--- config.mk ---
export PLATFORM = sky130hd
export DESIGN_NAME = ps2_keystroke_decoder_flat
export DESIGN_NICKNAME = d
export VERILOG_FILES = /design/src/rtl/ps2_keystroke_decoder_pkg.sv /design/src/rtl/ps2_keystroke_decoder_if.sv /design/src/rtl/ps2_keystroke_decoder_frame_rx.sv /design/src/rtl/ps2_keystroke_decoder.sv /design/src/flat_wrapper.sv
export SDC_FILE = /design/constraint.sdc
export NUM_CORES = 1
export LEC_CHECK = 0
export CORE_ASPECT_RATIO = 0.6
export CORE_MARGIN = 5
export CORE_UTILIZATION = 45
export CTS_CLUSTER_DIAMETER = 40
export DETAILED_ROUTE_END_ITERATION = 16
export HOLD_SLACK_MARGIN = 0.05
export PLACE_DENSITY = 0.74
export SLEW_MARGIN = 10
export SYNTH_ARGS = -nofsm -noshare
export SYNTH_HDL_FRONTEND = slang
export SYNTH_SLANG_ARGS = --single-unit
--- constraint.sdc ---
create_clock -name clk -period 2.8 [get_ports clk]
set_input_delay 0.42 -clock clk [delete_from_list [all_inputs] [get_ports clk]]
set_output_delay 0.42 -clock clk [all_outputs]
set_load 0.02 [all_outputs]
--- src/rtl/ps2_keystroke_decoder_pkg.sv ---
// Shared typing-game definitions: keystroke codes, PS/2 set-2 prefixes, FSM state types
// and the scan-code to keystroke mapping.
package typing_pkg;

    localparam logic [4:0] KEY_A         = 5'd0;
    localparam logic [4:0] KEY_Z         = 5'd25;
    localparam logic [4:0] KEY_SPACE     = 5'd26;
    localparam logic [4:0] KEY_BACKSPACE = 5'd27;
    localparam logic [4:0] KEY_ENTER     = 5'd28;
    localparam logic [4:0] KEY_NONE      = 5'd31;

    localparam logic [7:0] SC_BREAK = 8'hF0;
    localparam logic [7:0] SC_EXT   = 8'hE0;

    typedef enum logic [1:0] {FR_IDLE, FR_DATA, FR_PARITY, FR_STOP} frame_st_t;
    typedef enum logic [1:0] {SQ_MAKE, SQ_BRK, SQ_EXT, SQ_EXT_BRK} seq_st_t;

    function automatic logic [4:0] scan_to_key(input logic [7:0] sc);
        logic [4:0] k;
        k = KEY_NONE;
        case (sc)
            8'h1C: k = 5'd0;   8'h32: k = 5'd1;   8'h21: k = 5'd2;   8'h23: k = 5'd3;
            8'h24: k = 5'd4;   8'h2B: k = 5'd5;   8'h34: k = 5'd6;   8'h33: k = 5'd7;
            8'h43: k = 5'd8;   8'h3B: k = 5'd9;   8'h42: k = 5'd10;  8'h4B: k = 5'd11;
            8'h3A: k = 5'd12;  8'h31: k = 5'd13;  8'h44: k = 5'd14;  8'h4D: k = 5'd15;
            8'h15: k = 5'd16;  8'h2D: k = 5'd17;  8'h1B: k = 5'd18;  8'h2C: k = 5'd19;
            8'h3C: k = 5'd20;  8'h2A: k = 5'd21;  8'h1D: k = 5'd22;  8'h22: k = 5'd23;
            8'h35: k = 5'd24;  8'h1A: k = KEY_Z;
            8'h29: k = KEY_SPACE;
            8'h66: k = KEY_BACKSPACE;
            8'h5A: k = KEY_ENTER;
            default: k = KEY_NONE;
        endcase
        return k;
    endfunction

endpackage

--- src/rtl/ps2_keystroke_decoder_if.sv ---
// Keystroke link between the PS/2 decoder (master) and PlayerActivity (slave).
interface ps2_keystroke_decoder_if;
    logic       ps2_clk;
    logic       ps2_data;
    logic [4:0] keystroke;
    logic       key_press;
    logic       keyReleased;
    logic       frame_err;

    modport master (input ps2_clk, ps2_data, output keystroke, key_press, keyReleased, frame_err);
    modport slave  (output ps2_clk, ps2_data, input keystroke, key_press, keyReleased, frame_err);
endinterface

--- src/rtl/ps2_keystroke_decoder_frame_rx.sv ---
// PS/2 frame receiver: sync + glitch filter on ps2_clk, 11-bit frame check, inter-edge timeout.
// byte_valid/frame_err are 1-cycle pulses the cycle after the stop-bit fall; no backpressure.
module ps2_frame_rx
    import typing_pkg::*;
#(
    parameter int CLK_HZ     = 100000000,
    parameter int TIMEOUT_US = 200,
    parameter int FILTER_LEN = 4
) (
    input  logic       clk,
    input  logic       reset,
    input  logic       ps2_clk,
    input  logic       ps2_data,
    output logic       byte_valid,
    output logic [7:0] data_byte,
    output logic       frame_err
);
    localparam int TMO_CYC = (CLK_HZ / 1000000) * TIMEOUT_US;
    localparam int TW      = $clog2(TMO_CYC + 1);
    localparam int FW      = $clog2(FILTER_LEN + 1);

    logic          clk_s1, clk_s2, dat_s1, dat_s2;
    logic          filt, fall;
    logic [FW-1:0] flt_cnt;
    logic [TW-1:0] tmo_cnt;
    logic [2:0]    bit_cnt;
    logic          par_ok;
    logic          bv_nxt, err_nxt, tmo_exp;
    frame_st_t     state, state_nxt;

    always_comb begin
        state_nxt = state;
        bv_nxt    = 1'b0;
        err_nxt   = 1'b0;
        tmo_exp   = (state != FR_IDLE) && (tmo_cnt == TW'(TMO_CYC - 1));
        if (fall) begin
            case (state)
                FR_IDLE:   if (!dat_s2) state_nxt = FR_DATA;
                FR_DATA:   if (bit_cnt == 3'd7) state_nxt = FR_PARITY;
                FR_PARITY: state_nxt = FR_STOP;
                FR_STOP: begin
                    state_nxt = FR_IDLE;
                    bv_nxt    = dat_s2 && par_ok;
                    err_nxt   = !(dat_s2 && par_ok);
                end
                default:   state_nxt = FR_IDLE;
            endcase
        end else if (tmo_exp) begin
            // an edge arriving in the expiry cycle wins, hence the else
            state_nxt = FR_IDLE;
            err_nxt   = 1'b1;
        end
    end

    always_ff @(posedge clk) begin
        if (reset) begin
            clk_s1     <= 1'b1;
            clk_s2     <= 1'b1;
            dat_s1     <= 1'b1;
            dat_s2     <= 1'b1;
            filt       <= 1'b1;
            flt_cnt    <= '0;
            fall       <= 1'b0;
            state      <= FR_IDLE;
            tmo_cnt    <= '0;
            bit_cnt    <= '0;
            data_byte  <= '0;
            par_ok     <= 1'b0;
            byte_valid <= 1'b0;
            frame_err  <= 1'b0;
        end else begin
            clk_s1 <= ps2_clk;
            clk_s2 <= clk_s1;
            dat_s1 <= ps2_data;
            dat_s2 <= dat_s1;

            fall <= filt && !clk_s2 && (flt_cnt == FW'(FILTER_LEN - 1));
            if (clk_s2 == filt) begin
                flt_cnt <= '0;
            end else if (flt_cnt == FW'(FILTER_LEN - 1)) begin
                filt    <= clk_s2;
                flt_cnt <= '0;
            end else begin
                flt_cnt <= flt_cnt + FW'(1);
            end

            state      <= state_nxt;
            byte_valid <= bv_nxt;
            frame_err  <= err_nxt;

            if (fall || state == FR_IDLE) tmo_cnt <= '0;
            else                          tmo_cnt <= tmo_cnt + TW'(1);

            if (fall) begin
                case (state)
                    FR_IDLE:   bit_cnt <= '0;
                    FR_DATA: begin
                        data_byte <= {dat_s2, data_byte[7:1]};
                        bit_cnt   <= bit_cnt + 3'd1;
                    end
                    FR_PARITY: par_ok <= ^{dat_s2, data_byte};
                    default:   ;
                endcase
            end
        end
    end
endmodule

--- src/rtl/ps2_keystroke_decoder.sv ---
// PS/2 set-2 make/break decoder to 5-bit keystroke with press/release strobes, 2 cycles after stop fall.
// Define PS2_TYPEMATIC_EN to let repeated makes of the held key strobe key_press; no backpressure.
module ps2_keystroke_decoder
    import typing_pkg::*;
#(
    parameter int CLK_HZ     = 100000000,
    parameter int TIMEOUT_US = 200,
    parameter int FILTER_LEN = 4
) (
    input  logic                       clk,
    input  logic                       reset,
    ps2_keystroke_decoder_if.master    bus
);
    logic       byte_valid, rx_err;
    logic [7:0] rx_byte;
    logic [4:0] code, held_code, keystroke;
    logic       is_make, is_break, rpt_ok, press_nxt, rel_nxt, key_press, key_rel;
    seq_st_t    seq, seq_nxt;

    ps2_frame_rx #(.CLK_HZ(CLK_HZ), .TIMEOUT_US(TIMEOUT_US), .FILTER_LEN(FILTER_LEN)) u_rx (
        .clk        (clk),
        .reset      (reset),
        .ps2_clk    (bus.ps2_clk),
        .ps2_data   (bus.ps2_data),
        .byte_valid (byte_valid),
        .data_byte  (rx_byte),
        .frame_err  (rx_err)
    );

    assign code = scan_to_key(rx_byte);

`ifdef PS2_TYPEMATIC_EN
    assign rpt_ok = 1'b1;
`else
    assign rpt_ok = (code != held_code);
`endif

    always_comb begin
        seq_nxt  = seq;
        is_make  = 1'b0;
        is_break = 1'b0;
        if (byte_valid) begin
            case (seq)
                SQ_MAKE: begin
                    if (rx_byte == SC_BREAK)    seq_nxt = SQ_BRK;
                    else if (rx_byte == SC_EXT) seq_nxt = SQ_EXT;
                    else                        is_make = 1'b1;
                end
                SQ_BRK: begin
                    is_break = 1'b1;
                    seq_nxt  = SQ_MAKE;
                end
                SQ_EXT:  seq_nxt = (rx_byte == SC_BREAK) ? SQ_EXT_BRK : SQ_MAKE;
                default: seq_nxt = SQ_MAKE;
            endcase
        end
        press_nxt = is_make && (code != KEY_NONE) && rpt_ok;
        rel_nxt   = is_break && (code != KEY_NONE);
    end

    always_ff @(posedge clk) begin
        if (reset) begin
            seq       <= SQ_MAKE;
            keystroke <= KEY_NONE;
            held_code <= KEY_NONE;
            key_press <= 1'b0;
            key_rel   <= 1'b0;
        end else begin
            seq       <= seq_nxt;
            key_press <= press_nxt;
            key_rel   <= rel_nxt;
            if (press_nxt || rel_nxt) keystroke <= code;
            if (press_nxt)                          held_code <= code;
            else if (rel_nxt && code == held_code) held_code <= KEY_NONE;
        end
    end

    assign bus.keystroke   = keystroke;
    assign bus.key_press   = key_press;
    assign bus.keyReleased = key_rel;
    assign bus.frame_err   = rx_err;
endmodule
--- src/flat_wrapper.sv ---
// flat-port wrapper written by rule: the top's interface ports become plain ports
module ps2_keystroke_decoder_flat import typing_pkg::*;
#(
    parameter int CLK_HZ     = 100000000,
    parameter int TIMEOUT_US = 200,
    parameter int FILTER_LEN = 4
)
  (clk, reset, bus_ps2_clk, bus_ps2_data, bus_keystroke, bus_key_press, bus_keyReleased, bus_frame_err);
  ps2_keystroke_decoder_if bus_i ();
  input  logic clk;
  input  logic reset;
  input wire logic [$bits(bus_i.ps2_clk)-1:0] bus_ps2_clk;
  input wire logic [$bits(bus_i.ps2_data)-1:0] bus_ps2_data;
  output wire logic [$bits(bus_i.keystroke)-1:0] bus_keystroke;
  output wire logic [$bits(bus_i.key_press)-1:0] bus_key_press;
  output wire logic [$bits(bus_i.keyReleased)-1:0] bus_keyReleased;
  output wire logic [$bits(bus_i.frame_err)-1:0] bus_frame_err;
  assign bus_i.ps2_clk = bus_ps2_clk;
  assign bus_i.ps2_data = bus_ps2_data;
  assign bus_keystroke = bus_i.keystroke;
  assign bus_key_press = bus_i.key_press;
  assign bus_keyReleased = bus_i.keyReleased;
  assign bus_frame_err = bus_i.frame_err;
  ps2_keystroke_decoder #(.CLK_HZ(CLK_HZ), .TIMEOUT_US(TIMEOUT_US), .FILTER_LEN(FILTER_LEN)) u_core (.clk(clk), .reset(reset), .bus(bus_i));
endmodule
==> results, run 1 <==
- For this run, the number of Yosys warnings is 0.
- The total clock sinks is 59.
- The most instantiated flip-flop cell in the synthesis netlist is dfxtp_1.
- The number of cells on the worst reg-to-reg path is 11.
- The region available for standard cell placement spans 0.007237 mm².
- The number of hold-slack violations in the final timing report is 0.
- After floorplanning, the core was divided into 24 placement rows.
- For this configuration, the core starts out at a cell density of 45.95%.
- The global-route usage over all layers is 17.33%.
- The number of buffers inserted by port buffering is 11.
- The clock latency on the worst-skew pair is 0.33 ns.
- The tightest hold margin is 0.4089 ns.
- The ratio of cells with drive above 1 in the final layout is 13.78%.
- For this run the aggregate overflow at the end of global routing stands at 0.
- The core occupancy in the finished layout is 53.11%.
- The number of nets with antenna violations after detailed routing is 0.
- The cell leakage power is 1.472 nW.
- Summed over all layers, the routed wires come to 7.542 mm.
- The post-synthesis cell area is 0.003326 mm².
- Setup repair after global routing left no endpoint under its margin.
- The critical path class is reg2reg.
- In this run the worst path has a maximum fanout of 11.
- Once detailed placement completed, the half-perimeter wirelength came to 5.538 mm.
- After the first detailed-routing iteration, the DRC count stood at 292.
- The reported max-cap violation count is 0.
- The worst pin sits at a relative slew slack of 56.85%.
- At the end of the flow, the number of nets in the layout was 421.
- The number of setup buffers added after CTS is 0.
- The power per unit of standard cell area is 534.2 mW/mm².
- Setup violations remaining at the end of the flow were counted as 0.
- The level count of the clock H-tree is 3.
- The area share of the largest cell type after synthesis is 35.52%.
- During I/O placement, the number of pins put on the boundary was 12.
- The number of clock buffers added by TritonCTS is 9.
- The worst register-to-register path begins at u_core.u_rx.state[1]$_SDFFE_PP0P_.
- For this run, the top clock speed supported by timing is 390.1 MHz.
- The most numerous cell type found on the critical path is inv_1.
- The first global-routing pass estimated 12.82 mm of wire.
- The maximum count of clock buffers along a single path is 2.
- The worst ir drop on vdd is 286.0 µV.
- The flow ran to the end, and the final reports show no timing, DRC or antenna violations.
- Across the routed clock network, the largest skew measured is 0.005202 ns.
- The largest single stage delay on the critical path is 0.36 ns.
- The number of stages on the worst hold path is 1.
- In this run, synthesis produced a sequential element count of 59.
- The die is 76.59 µm tall.
- After detailed routing, the number of remaining DRC violations is 0.
- The cell sitting at the root of the clock tree is a clkbuf_16.
- At the pin with the least slew margin, the transition time is 0.6463 ns.
- Summed over all failing endpoints, the final setup total negative slack is 0 ns.
- Of all flip-flops after synthesis, the portion carrying an async set or reset was 0%.
- In this run the horizontal extent of the chip is 121.0 µm.
- The mean area per synthesized cell is 8.729 µm².
- The first-pass iteration count of the detailed router is 5.
- In this run, synthesis inferred 0 flip-flops with an integrated enable.
- The via count is 2,787.
- The slowest cell on the critical path is dfxtp_1.
- The number of inserted filler cells in the final layout is 659.
- After detailed routing, the average wire length per cell comes to 14.99 µm.
- The pin count of the biggest net entering global routing is 22.
- The CTS tree is built.
- STA puts the critical path data arrival time at 2.84 ns.
- The die covers 0.009266 mm².
- Setup slack on the worst reg-to-reg path comes out at 0.24 ns.
- Counting every instance in the synthesized netlist gives 381.
- The signal on the critical path passes through inv_1 -> ha_1 -> and2_4 -> o31ai_4 -> inv_1 -> ha_2 -> o21ai_0 -> a21oi_1 -> and2_1 -> o211ai_1 -> o311a_1.
- The synthesized design spends more area on one cell type than any other, namely dfxtp_1.
- The via count of the first global-routing pass was 2,574.
- The number of diodes is 0.
- The number of antenna violations at the first check in global routing is 0.
- The final max-slew violation count was 0.
- After synthesis, flip-flops and latches occupy 35.52% of the total area.
- After synthesis, the netlist uses 64 different library cells.
- The most critical setup path has its startpoint at u_core.u_rx.state[1]$_SDFFE_PP0P_.
- STA classifies the critical path startpoint as a register.
- The hold buffer count at CTS is 0.
- The min-delay analysis places its worst path in the category reg2reg.
- By area the synthesized netlist is led by dfxtp_1 (36%), ha_1 (8.7%), nor2_1 (5.2%), mux2i_1 (3.6%), nand2_1 (3.6%).
- The share of the cycle needed by the critical path after routing is 91.55%.
- STA classifies the critical path endpoint as a register.
- The required time of the worst setup path is 3.07 ns.
- Summing internal, switching and leakage power gives 2.053 mW.
- The number of nets handed over by synthesis was 408.
- The mean number of vias per cell is 5.541.
- The area added between synthesis and finish is 15.58%.
- Routability-driven placement finished with a final weighted congestion of 0.9514.
- The clock slew at the register clock pins of the worst setup and hold paths is 0.05 ns.
- The final critical-path required period is 2.563 ns.
## Yosys cell counts, types with 5 or more instances
library cell and count:
o21ai_0 9, xor2_1 9, ha_1 23, a211oi_1 5, nand2_1 32, mux2i_1 12
buf_2 5, and3_1 6, a22oi_1 7, nor2_1 46, nand3_1 20, xnor2_1 10
inv_1 17, nor3_1 14, dfxtp_1 59, a21oi_1 17
## critical path, delay by kind of cell, from the launching register on
family / cells / cell delay, ns
adder cells (fa/ha/maj): 2 / 0.50
AO/OA/AOI/OAI: 5 / 0.96
flip-flops: 1 / 0.36
AND/OR/NAND/NOR: 2 / 0.44
buffers and inverters: 2 / 0.24
## registers in the layout, indices dropped and copies added, names as in the netlist, 2 cells and up, named ones only
signal and count:
u_core.bus.keystroke 5, u_core.held_code 5, u_core.seq 2, u_core.u_rx.bit_cnt 3
u_core.u_rx.data_byte 8, u_core.u_rx.flt_cnt 3, u_core.u_rx.state 2, u_core.u_rx.tmo_cnt 15
## per-stage QoR
| stage | setup WS (ns) | cell area [µm²] | instances |
|---|---|---|---|
| floorplan | 0.3631 | 3326 | 381 |
| global placement | 0.3245 | 3517 | 487 |
| detailed placement | 0.1942 | 3517 | 487 |
| CTS | 0.1564 | 3837 | 503 |
| global route | 0.05630 | 3844 | 503 |
| finish | 0.2367 | 3844 | 503 |
## power breakdown
group | internal (mW) | total [mW] | switching, mW
clock network | 0.802 | 1.18 | 0.378
registers | 0.844 | 0.845 | 0.00149
logic | 0.00963 | 0.0272 | 0.0175
total | 1.66 | 2.05 | 0.397
## routing by layer
metal	share of wire, %	vias to the layer above	GRT usage (%)
met5	0	-	0
met4	1.0	0	4.751
met3	8.2	7	6.677
met2	41	102	23.32
met1	50	1294	25.30
li1	-	1384	-
## layout make-up
class	instances	area, µm²	share of cell area, %
inverters	19	71.32	1.855
clock inverters	4	73.82	1.921
flip-flops and latches	59	1181	30.73
multi-input cells	285	1968	51.20
clock buffers	12	246.5	6.413
repair buffers	20	172.7	4.492
well taps	104	130.1	3.385
## cell families (layout without fill, tap and decap cells)
logic type	count (synthesis)	after routing	share of synthesized area (%)
and+or+nand+nor	155	155	24.19
AOI/OAI and AO/OA	73	73	16.18
DFF	59	59	35.52
buffers and inverters	37	55	5.493
adders and majority gates	23	23	8.653
xor gates and xnor gates	19	19	5.004
muxes	15	15	4.966
## placed cells by master (no fill, tap or decap), types with 12 or more instances in the layout
cell / Yosys / layout
ha_1: 23 / 22
mux2i_1: 12 / 12
a21oi_1: 17 / 16
nand3_1: 20 / 20
nand2_1: 32 / 32
dfxtp_1: 59 / 59
inv_1: 17 / 17
nor3_1: 14 / 14
nor2_1: 46 / 46
## repair_timing
item                                    4_1_cts  5_1_grt
resized for setup                             0        2
endpoints found under the hold margin         0        0
endpoints found under the setup margin        0        2
## how the worst min path moves through the flow
stage                                              from                       endpoint  slack, ns
after floorplan           u_core.u_rx.clk_s1$_SDFF_PP1_  u_core.u_rx.clk_s2$_SDFF_PP1_       0.39
after global placement    u_core.u_rx.clk_s1$_SDFF_PP1_  u_core.u_rx.clk_s2$_SDFF_PP1_       0.40
after detailed placement  u_core.u_rx.clk_s1$_SDFF_PP1_  u_core.u_rx.clk_s2$_SDFF_PP1_       0.40
after CTS                 u_core.u_rx.clk_s1$_SDFF_PP1_  u_core.u_rx.clk_s2$_SDFF_PP1_       0.41
after global routing      u_core.u_rx.clk_s1$_SDFF_PP1_  u_core.u_rx.clk_s2$_SDFF_PP1_       0.44
final                     u_core.u_rx.clk_s1$_SDFF_PP1_  u_core.u_rx.clk_s2$_SDFF_PP1_       0.41
Note: power is estimated with default switching activity, not from simulation.
==> run 2: changes to the inputs <==
CORE_ASPECT_RATIO = 1.1   (was 0.6)
==> run 2 against run 1 <==
Routed wire length decreased by 13%; cell count decreased by 3.0%; first-iteration DRC count decreased by 49%; non-clock buffer count increased by 4; setup slack improved by 0.063 ns; clock-buffer cell count decreased by 3; largest cell class unchanged; register-to-register slack improved by 0.06 ns; flip-flop and latch count unchanged; critical path depth increased by 2; sequential power about the same; core utilization decreased by 0.71 points.
==> results, run 2 (same netlist as run 1, synthesis figures left out) <==
- The cell leakage power is 1.430 nW (-2.8%).
- The global-route usage over all layers is 15.10% (-2.2 points).
- The clock slew at the register clock pins of the worst setup and hold paths came to 0.07 ns (+0.02 ns).
- The number of buffers inserted by post-CTS setup repair is 0 (unchanged).
- The startpoint of the worst setup timing path is u_core.u_rx.state[1]$_SDFFE_PP0P_.
- The number of nets in the layout is 425 (+0.95%).
- The level count of the clock H-tree is 3 (unchanged).
- The total clock sinks is 59 (unchanged).
- The via count of the first global-routing pass is 2,653 (+3.1%).
- The routed wire length was 6.563 mm (-13%).
- The clock latency on the worst-skew pair is 0.34 ns (about the same).
- The worst clock skew on the final layout was 0.006514 ns (+0.001313 ns).
- The maximum operating frequency is 400.0 MHz (+2.5%).
- The final standard cell area without fillers is 0.003735 mm² (-2.8%).
- The power per unit of standard cell area is 439.6 mW/mm² (-18%).
- The required time of the worst setup path is 3.08 ns (about the same).
- The type of the most critical hold path is reg2reg.
- The clock root buffer is clkbuf_8.
- The first-pass iteration count of the detailed router is 4 (-1).
- The total length of routed met3 wires was 298 µm (-52%).
- The number of DRC violations after detailed routing is 0 (unchanged).
- In the final layout, the registers with the most flip-flops are u_core.u_rx.tmo_cnt (15), u_core.u_rx.data_byte (8).
- The share of the cycle needed by the critical path after routing is 89.29% (-2.3 points).
- The core occupancy in the finished layout is 52.41% (-0.71 points).
- The number of buffers inserted by port buffering is 11 (unchanged).
- The flow ran to the end, and the final reports show no timing, DRC or antenna violations.
- The number of flip-flops in the largest register is 15 (unchanged).
- The first-pass GRT wire length is 11.49 mm (-10%).
- The critical path goes through inv_1 -> ha_1 -> buf_4 -> nand2_1 -> nand2_1 -> a21oi_2 -> inv_1 -> ha_2 -> a22oi_1 -> a21oi_1 -> and2_1 -> o211ai_1 -> o311a_1.
- The critical path class is reg2reg.
- The reported max-cap violation count is 0 (unchanged).
- The HPWL reported at the end of detailed placement was 4.899 mm (-12%).
- From synthesis to final layout, the design area changed by 12.30%.
- The die area is 0.009212 mm² (-0.59%).
- The library cells used most frequently in the layout, excluding fill and tap cells, are dfxtp_1 (59), nor2_1 (46), nand2_1 (32).
- The wire length on met2 is 3.095 mm (+1.0%).
- The slew of the pin with the lowest slew margin is 0.6256 ns (-0.02075 ns).
- The hold buffer count at CTS was 0 (unchanged).
- The worst hold path begins at u_core.u_rx.clk_s1$_SDFF_PP1_.
- The pin count of the biggest net entering global routing was 21 (-4.5%).
- The number of inserted filler cells in the final layout came to 676 (+2.6%).
- The library cell used most frequently in the layout, excluding fill and tap cells, is dfxtp_1.
- The critical path capture point type is a register.
- The register-to-register path setup slack came to 0.30 ns (+0.06 ns).
- The number of antenna violations at the first check in global routing is 0 (unchanged).
- The final sum of negative setup slack is 0 ns (unchanged).
- The setup violation total in the final timing report is 0 (unchanged).
- The number of hold-slack violations in the final timing report came to 0 (unchanged).
- The number of buffers added by the clock tree synthesis step is 9 (unchanged).
- The headroom to the max-slew limit came to 58.24% (+1.4 points).
- The I/O pin count is 12 (unchanged).
- The number of placement rows is 32 (+33%).
- The initial cell density of the core is 46.66% (+0.71 points).
- The ratio of cells with drive above 1 in the final layout is 14.89% (+1.1 points).
- The via count is 2,725 (-2.2%).
- The arrival time of data at the critical path endpoint is 2.78 ns (-0.06 ns).
- The mean number of vias per cell is 5.584 (+0.78%).
- The core area is 0.007127 mm² (-1.5%).
- The wire length per cell is 13.45 µm (-10%).
- The number of stages on the worst hold path is 1 (unchanged).
- The placed standard-cell area is 0.003528 mm² (+0.32%).
- The longest individual stage delay on the worst path came to 0.35 ns (about the same).
- The wire length the detailed router placed on met1 came to 2.964 mm (-22%).
- The post-cts gate resize count is 0 (unchanged).
- The maximum count of clock buffers along a single path is 2 (unchanged).
- The startpoint of the worst register-to-register path is u_core.u_rx.state[1]$_SDFFE_PP0P_.
- Routed signal wires occupy layers up through met4.
- The final max-slew violation count was 0 (unchanged).
- The worst hold path terminates at u_core.u_rx.clk_s2$_SDFF_PP1_.
- The number of diodes is 0 (unchanged).
- The violation count after the first detailed-route iteration is 148 (-49%).
- The number of cells on the worst reg-to-reg path came to 13 (+2).
- The worst ir drop on vdd came to 258.0 µV (-9.8%).
- STA classifies the critical path startpoint as a register.
- The total grt overflow is 0 (unchanged).
- The register with the most flip-flops is u_core.u_rx.tmo_cnt.
- The placer's final routability congestion estimate is 0.9436 (-0.82%).
- The horizontal die dimension was 91.97 µm (-24%).
- The largest individual stage delay along the critical path comes from the cell dfxtp_1.
- The final critical-path required period was 2.500 ns (-0.06308 ns).
- TritonCTS built the clock tree.
- The biggest fanout along the worst timing path is 10 (-1).
- The vertical die dimension came to 100.2 µm (+31%).
- Setup repair after global routing left no endpoint under its margin.
- The number of nets with antenna violations after detailed routing is 0 (unchanged).
-- run 2: changes by cell type in the layout (fill, tap and decap cells not counted) --
| cell | previous run | this run |
|---|---|---|
| clkbuf_1 | 2 | 0 |
| clkbuf_8 | 1 | 9 |
| inv_6 | 0 | 2 |
| bufinv_16 | 2 | 1 |
| clkbuf_16 | 9 | 0 |
| buf_4 | 9 | 13 |
| buf_2 | 1 | 0 |
| clkdlybuf4s50_1 | 10 | 11 |
| clkinvlp_4 | 0 | 2 |
-- run 2: report_power, final --
part | switching, mW | internal (mW) | total [mW]
Combinational | 0.0158 | 0.0121 | 0.0279
Sequential | 0.00125 | 0.842 | 0.843
Clock | 0.355 | 0.416 | 0.771
-- run 2: critical path, delay by kind of cell (launching register included) --
kind,cells,cell delay (ns)
AND/OR/NAND/NOR,3,0.37
adder cells (fa/ha/maj),2,0.47
AO/OA/AOI/OAI,5,0.89
buffers and inverters,3,0.37
flip-flops,1,0.35
-- run 2: per-stage QoR --
| step | hold slack, ns | setup slack [ns] | total power [mW] | cells |
|---|---|---|---|---|
| floorplan | 0.3895 | 0.3631 | 0.8792 | 381 |
| global placement | 0.3922 | 0.1512 | 0.8900 | 472 |
| detailed placement | 0.3992 | 0.02485 | 0.8903 | 472 |
| CTS | 0.4167 | 0.1325 | 1.666 | 488 |
| global route | 0.4341 | 0.08153 | 1.711 | 488 |
| finish | 0.4146 | 0.2998 | 1.642 | 488 |
-- run 2: cell type report --
type,count,area [µm²],area share (%)
Clock buffer,9,123.9,3.317
Clock inverter,7,76.32,2.044
Inverter,19,71.32,1.910
Multi-Input combinational cell,285,1968,52.70
Sequential cell,59,1181,31.62
Tap cell,85,106.4,2.848
Timing Repair Buffer,24,207.7,5.561
-- run 2: worst max path at each step --
stage | to | slack (ns)
6_report | register | 0.30
3_5_place_dp | register | 0.02
3_3_place_gp | register | 0.15
2_1_floorplan | register | 0.36
4_1_cts | register | 0.13
5_1_grt | register | 0.08
-- run 2: per-layer routing --
layer	GRT usage (%)	vias up
met1	17.81	1256
li1	-	1384
met3	3.598	20
met5	0	-
met4	8.343	0
met2	25.28	65
